### config.mk
export PLATFORM = sky130hd
export DESIGN_NAME = acc_mem_arbiter
export DESIGN_NICKNAME = d
export VERILOG_FILES = /design/src/rtl/acc_pkg.sv /design/src/rtl/acc_rr_picker.sv /design/src/rtl/acc_mem_arbiter.sv
export SDC_FILE = /design/constraint.sdc
export NUM_CORES = 1
export LEC_CHECK = 0
export CAP_MARGIN = 10
export CORE_AREA = 5 5 535 537
export CTS_BUF_LIST = sky130_fd_sc_hd__clkbuf_4 sky130_fd_sc_hd__clkbuf_8
export DETAILED_ROUTE_END_ITERATION = 8
export DIE_AREA = 0 0 540 542
export HOLD_SLACK_MARGIN = 0.02
export PLACE_DENSITY_LB_ADDON = 0.3
export SETUP_SLACK_MARGIN = 0.1
export SLEW_MARGIN = 40
export SYNTH_ARGS = -nofsm -noshare
export SYNTH_HDL_FRONTEND = slang
export SYNTH_HIERARCHICAL = 1
export SYNTH_SLANG_ARGS = --single-unit
### constraint.sdc
create_clock -name clk -period 3.5 [get_ports clk]
set_input_delay 0.525 -clock clk [delete_from_list [all_inputs] [get_ports clk]]
set_output_delay 0.525 -clock clk [all_outputs]
set_load 0.005 [all_outputs]
### src/rtl/acc_pkg.sv
// Shared types and default sizes for the accelerator memory path.
// Used by the arbiter and the accelerator control units.
package acc_pkg;

  localparam int ACC_NUM_ACC         = 4;
  localparam int ACC_ADDR_SIZE       = 16;
  localparam int ACC_READ_DATA_SIZE  = 512;
  localparam int ACC_WRITE_DATA_SIZE = 32;
  localparam int ACC_MEM_READ_LAT    = 1;

  typedef enum logic [1:0] {
    S_IDLE,
    S_ISSUE,
    S_WAIT,
    S_RESPOND
  } arb_state_t;

  typedef enum logic {
    OP_READ,
    OP_WRITE
  } op_t;

endpackage

### src/rtl/acc_rr_picker.sv
// Round-robin picker: first requester at or above ptr, with wrap.
// Pure combinational; grant is one-hot, idx is its binary index.
module acc_rr_picker #(
  parameter int NUM_ACC = 4,
  parameter int IDXW    = (NUM_ACC > 1) ? $clog2(NUM_ACC) : 1
) (
  input  logic [NUM_ACC-1:0] req,
  input  logic [IDXW-1:0]    ptr,
  output logic [NUM_ACC-1:0] grant,
  output logic               valid,
  output logic [IDXW-1:0]    idx
);

  // scan upward from ptr, wrapping once around
  always_comb begin
    int j;
    valid = 1'b0;
    idx   = '0;
    grant = '0;
    j     = 0;
    for (int k = 0; k < NUM_ACC; k++) begin
      j = int'(ptr) + k;
      if (j >= NUM_ACC) j = j - NUM_ACC;
      if (!valid && req[j]) begin
        valid    = 1'b1;
        idx      = IDXW'(j);
        grant[j] = 1'b1;
      end
    end
  end

endmodule

### src/rtl/acc_mem_arbiter.sv
// Serializes accelerator read/write requests onto one memory port.
// Moore FSM: IDLE -> ISSUE -> (WAIT) -> RESPOND -> IDLE.
module acc_mem_arbiter
  import acc_pkg::*;
#(
  parameter int NUM_ACC          = ACC_NUM_ACC,
  parameter int ADDR_SIZE        = ACC_ADDR_SIZE,
  parameter int READ_DATA_SIZE   = ACC_READ_DATA_SIZE,
  parameter int WRITE_DATA_SIZE  = ACC_WRITE_DATA_SIZE,
  parameter int MEM_READ_LATENCY = ACC_MEM_READ_LAT
) (
  input  logic                               clk,
  input  logic                               rst_n,
  input  logic [NUM_ACC-1:0]                 acc_read_en,
  input  logic [NUM_ACC*ADDR_SIZE-1:0]       acc_read_addr,
  input  logic [NUM_ACC-1:0]                 acc_write_en,
  input  logic [NUM_ACC*ADDR_SIZE-1:0]       acc_write_addr,
  input  logic [NUM_ACC*WRITE_DATA_SIZE-1:0] acc_write_data,
  output logic [READ_DATA_SIZE-1:0]          acc_read_data,
  output logic [NUM_ACC-1:0]                 acc_read_data_valid,
  output logic [NUM_ACC-1:0]                 acc_write_done,
  output logic                               mem_read_en,
  output logic [ADDR_SIZE-1:0]               mem_read_addr,
  input  logic [READ_DATA_SIZE-1:0]          mem_read_data,
  output logic                               mem_write_en,
  output logic [ADDR_SIZE-1:0]               mem_write_addr,
  output logic [WRITE_DATA_SIZE-1:0]         mem_write_data
);

  localparam int IDXW = (NUM_ACC > 1) ? $clog2(NUM_ACC) : 1;
  localparam int CNTW = $clog2(MEM_READ_LATENCY + 1);
  localparam logic [CNTW-1:0] CNT_LOAD = CNTW'(MEM_READ_LATENCY - 1);
  localparam logic [IDXW-1:0] IDX_LAST = IDXW'(NUM_ACC - 1);

  arb_state_t                 state_q, state_d;
  op_t                        op_q, op_d;
  logic [IDXW-1:0]            rr_ptr_q, rr_ptr_d;
  logic [IDXW-1:0]            gnt_q, gnt_d;
  logic [ADDR_SIZE-1:0]       addr_q, addr_d;
  logic [WRITE_DATA_SIZE-1:0] wdata_q, wdata_d;
  logic [READ_DATA_SIZE-1:0]  rdata_q, rdata_d;
  logic [CNTW-1:0]            cnt_q, cnt_d;

  logic [NUM_ACC-1:0] req;
  logic [NUM_ACC-1:0] pick_oh;
  logic               pick_vld;
  logic [IDXW-1:0]    pick_idx;
  logic               pick_wr;
  logic [NUM_ACC-1:0] gnt_oh;

  assign req     = acc_read_en | acc_write_en;
  assign pick_wr = |(pick_oh & acc_write_en);

  acc_rr_picker #(
    .NUM_ACC (NUM_ACC),
    .IDXW    (IDXW)
  ) u_pick (
    .req   (req),
    .ptr   (rr_ptr_q),
    .grant (pick_oh),
    .valid (pick_vld),
    .idx   (pick_idx)
  );

  // next-state, latch capture and latency countdown
  always_comb begin
    state_d  = state_q;
    op_d     = op_q;
    rr_ptr_d = rr_ptr_q;
    gnt_d    = gnt_q;
    addr_d   = addr_q;
    wdata_d  = wdata_q;
    rdata_d  = rdata_q;
    cnt_d    = cnt_q;
    unique case (state_q)
      S_IDLE: begin
        if (pick_vld) begin
          gnt_d    = pick_idx;
          rr_ptr_d = (pick_idx == IDX_LAST) ? '0
                   : pick_idx + 1'b1;
          state_d  = S_ISSUE;
          if (pick_wr) begin
            op_d    = OP_WRITE;
            addr_d  = acc_write_addr[pick_idx*ADDR_SIZE +: ADDR_SIZE];
            wdata_d = acc_write_data[pick_idx*WRITE_DATA_SIZE +:
                                     WRITE_DATA_SIZE];
          end else begin
            op_d   = OP_READ;
            addr_d = acc_read_addr[pick_idx*ADDR_SIZE +: ADDR_SIZE];
          end
        end
      end
      S_ISSUE: begin
        if (op_q == OP_WRITE) begin
          state_d = S_RESPOND;
        end else begin
          cnt_d   = CNT_LOAD;
          state_d = S_WAIT;
        end
      end
      S_WAIT: begin
        if (cnt_q == '0) begin
          rdata_d = mem_read_data;
          state_d = S_RESPOND;
        end else begin
          cnt_d = cnt_q - 1'b1;
        end
      end
      S_RESPOND: state_d = S_IDLE;
      default:   state_d = S_IDLE;
    endcase
  end

  // state and latch registers
  always_ff @(posedge clk or negedge rst_n) begin
    if (!rst_n) begin
      state_q  <= S_IDLE;
      op_q     <= OP_READ;
      rr_ptr_q <= '0;
      gnt_q    <= '0;
      addr_q   <= '0;
      wdata_q  <= '0;
      rdata_q  <= '0;
      cnt_q    <= '0;
    end else begin
      state_q  <= state_d;
      op_q     <= op_d;
      rr_ptr_q <= rr_ptr_d;
      gnt_q    <= gnt_d;
      addr_q   <= addr_d;
      wdata_q  <= wdata_d;
      rdata_q  <= rdata_d;
      cnt_q    <= cnt_d;
    end
  end

  assign gnt_oh = NUM_ACC'(1) << gnt_q;

  assign mem_read_en    = (state_q == S_ISSUE) && (op_q == OP_READ);
  assign mem_write_en   = (state_q == S_ISSUE) && (op_q == OP_WRITE);
  assign mem_read_addr  = addr_q;
  assign mem_write_addr = addr_q;
  assign mem_write_data = wdata_q;
  assign acc_read_data  = rdata_q;

  assign acc_read_data_valid =
    (state_q == S_RESPOND && op_q == OP_READ) ? gnt_oh : '0;
  assign acc_write_done =
    (state_q == S_RESPOND && op_q == OP_WRITE) ? gnt_oh : '0;

endmodule

==> impl_results.md <==
- Critical path, cell by cell: buf_12, mux4_2, buf_4, nor4b_4, a22oi_1, o21ai_0, a22oi_2, and2_4, buf_4, nor2_4, buf_12, buf_16, mux2_2
- Worst Setup SP: rr_ptr_q[0]
- Synthesized area per cell: 15.6 sq um
- Tot GR Track Use: 14.3%
- Number of fill cells in the layout: 31,100
- Startpoint Class: flop
- Core area: 281,000 sq um
- DRT Pass-1 Iters: 5
- CTS buffer count: 125
- DRT iter0 DRCs: 918
- Crit path required time: 4.26 ns
- Final Hold Viols: 0
- Layout Area Growth over Synthesis: 100%
- Die footprint: 293,000 sq um
- Ys Warns: 6
- Worst reg2reg path depth: 13
- Post-DP HPWL: 190 mm
- Die height: 542 microns
- Max IR drop VDD: 0.454 mV
- Clk_skew: 0.0966 ns
- Layout cell share with drive strength beyond 1: 28.5%
- Final Wtd Congestion: 0.852
- End of the worst register-to-register path: mem_write_data[24]
- Met2 Usage GRT: 20.9%
- Max Root-Sink Buffers: 4
- Critical Path End Type: flop
- Largest stage delay, worst path: 0.52 ns
- Initial Util: 8.33%
- Largest area contributor in the netlist: dfrtp_1
- Net Switching: 0.0161 W
- Largest net degree at the start of global routing: 88
- Hold crit path type: in -> reg
- DRC viols: 0
- Critical path class: reg -> reg
- Fin crit share: 93.6%
- #FFs+latches synth: 567
- Busiest grt layer: met2
- Seq pwr share: 28.2%
- Die boundary width: 540 microns
- Power density over the cells: 928 nW/um^2
- Avg WL per Cell: 30.8 microns
- Clock Sinks: 567
- Vias in the first global route: 22,700
- Reg area: 14,200 sq um
- Total wire length: 218 mm
- Synth cell count leaders: dfrtp_1, mux2_2, nand2_1
- Async set or reset register ratio after synthesis: 100%
- Met3 usage in global routing: 11.8%
- Switching Fraction: 36.9%
- Mapped Cells: 1,501
- Multi-input gate area: 8660 sq um
- Minimum clock period: 3.27 ns
- Vias/cell: 3.07
- P_int: 0.0274 W
- Worst path depth: 13
- Max-Cap Viols: 0
- Max-slew violations: 0
- Syn nets: 2,293
- Via count: 21,700
- Post-synth cell types: 38
- Worst reg-to-reg setup slack: 0.23 ns
- Row count: 195
- Finished Core Util: 16.7%
- Area share of the largest cell type after synthesis: 60.6%
- H-tree levels: 3
- Top cells by area, synth: dfrtp_1, mux2_2, mux4_2, mux2i_1, buf_2
- Top delay family on crit path: multiplexers
- Count leader, synth: dfrtp_1
- Final setup fails: 0
- Worst-margin pin slew: 0.689 ns
- CTS tree: yes
- Clk slew on worst S/H paths: 0.06 ns
- Worst-path fanout max: 17
- Worst r2r src: rr_ptr_q[0]
- Seq/Total Area, Yosys: 60.6%
- Worst slew margin: 54.1%
- Clock tree root driver cell: clkbuf_8
- Final ANT Viol Nets: 0
- Skew-Pair Late Insertion Delay: 0.98 ns
- Crit path DAT: 4.04 ns
- Final net count: 3,960
- TNS Setup: 0 ns
- GR Overflow Total: 0
- RSZ-0062 raised after global routing: no
- Fmax: 0.305 GHz
- Power share of the combinational group: 53.3%
- Post-synth EDFFs: 0
- First-pass GRT wire length: 269 mm
- Initial antenna violation count: 326
- Static leakage: 17.9 nW
- Crit-path slowest cell: mux4_2
- Critical path endpoint: mem_write_data[24]
- Status: finished, final reports clean
- Synth Flop Type: dfrtp_1
- Clock power frac: 18.6%
- Mapped Area: 23,400 sq um
- CP bufs+invs: 5
- Ports: 1,364
- Port buffer count: 1,363
- Met1 Use GR: 15.7%
==> registers in the layout, indices dropped and copies added, names as in the netlist <==
signal          count
op_q                1
state_q             2
gnt_q               2
rr_ptr_q            2
mem_write_data     32
mem_read_addr      16
acc_read_data     512
==> layout by cell type (no fill, tap or decap), drive strengths merged, types with 2 or more instances in the layout <==
cell	instances
o31ai	4
mux2i	33
ha	14
o21ai	5
nand2b	4
buf	104
clkdlybuf4s50	1362
mux2	550
nor2b	2
or2	4
o22ai	16
mux4	36
and2	4
clkbuf	199
clkinv	20
bufinv	3
a2111o	16
dfrtp	567
nor3	3
diode	60
nand2	71
dlygate4sd3	175
nor2	11
inv	6
a22oi	10
a21oi	33
==> power by group through the flow <==
stage / Sequential (W) / Combinational, W / Clock, W
floorplan: 0.0120 / 0.00851 / 0
global placement: 0.0123 / 0.0233 / 0
detailed placement: 0.0123 / 0.0234 / 0
CTS: 0.0123 / 0.0238 / 0.00859
global route: 0.0127 / 0.0246 / 0.00880
finish: 0.0123 / 0.0232 / 0.00809
==> final cells by class <==
class	count	share of cell area, %
clock inverters	24	0.470
multi-input cells	826	18.5
repair buffers	1642	35.3
diodes	60	0.320
well taps	3743	9.99
inverters	6	0.0480
clock buffers	198	5.16
flip-flops and latches	567	30.3
==> what timing repair did <==
| action | in CTS | in global routing |
|---|---|---|
| hold buffers | 176 | 0 |
| setup buffers | 0 | 14 |
| endpoints found under the hold margin | 391 | 0 |
| gates resized for setup | 0 | 12 |
| setup endpoints to repair | 0 | 36 |
==> layer usage <==
layer / vias up / wire length, microns
li1: 8895 / -
met1: 10500 / 82900
met2: 1431 / 89300
met3: 544 / 37200
met4: 296 / 6610
met5: - / 1910
==> through the flow <==
| stage | power [W] | hold slack [ns] | cells | cell area, sq um | setup WS, ns |
|---|---|---|---|---|---|
| final | 0.0435 | 0.181 | 7066 | 46900 | 0.225 |
| after global routing | 0.0461 | 0.0583 | 7032 | 46800 | 0.0844 |
| after CTS | 0.0446 | 0.0202 | 6989 | 46500 | 0.155 |
| after detailed placement | 0.0357 | 0.494 | 6591 | 42100 | -0.519 |
| after global placement | 0.0356 | 0.489 | 6591 | 42100 | -0.516 |
| after floorplan | 0.0206 | 0.229 | 1501 | 23400 | 0.162 |
==> how the worst min path moves through the flow <==
stage / start / to / slack (ns) / cells past startpoint
2_1_floorplan: rst_n / acc_read_data[0] / 0.23 / 0
3_3_place_gp: acc_read_data[374] / acc_read_data[374] / 0.49 / 1
4_1_cts: mem_read_data[505] / acc_read_data[505] / 0.02 / 2
5_1_grt: mem_read_data[21] / acc_read_data[21] / 0.06 / 2
3_5_place_dp: acc_read_data[355] / acc_read_data[355] / 0.49 / 1
6_report: mem_read_data[289] / acc_read_data[289] / 0.18 / 2
==> worst register-to-register path, delay by kind of cell (launching register included) <==
family	cells	cell delay, ns
AOI/OAI and AO/OA	3	0.38
buffers and inverters	5	0.76
DFF	1	0.40
muxes	2	0.91
and+or+nand+nor	3	0.72
==> logic make-up (layout without fill, tap and decap cells) <==
logic type | count (synthesis) | count (layout) | share of synthesized area (%)
and+or+nand+nor | 103 | 105 | 2.01
other | 0 | 60 | 0
buffers and inverters | 110 | 1870 | 2.62
AOI/OAI and AO/OA | 88 | 88 | 2.60
muxes | 619 | 619 | 31.4
adders and majority gates | 14 | 14 | 0.748
DFF | 567 | 567 | 60.6
Note: power is estimated with default switching activity, not from simulation.
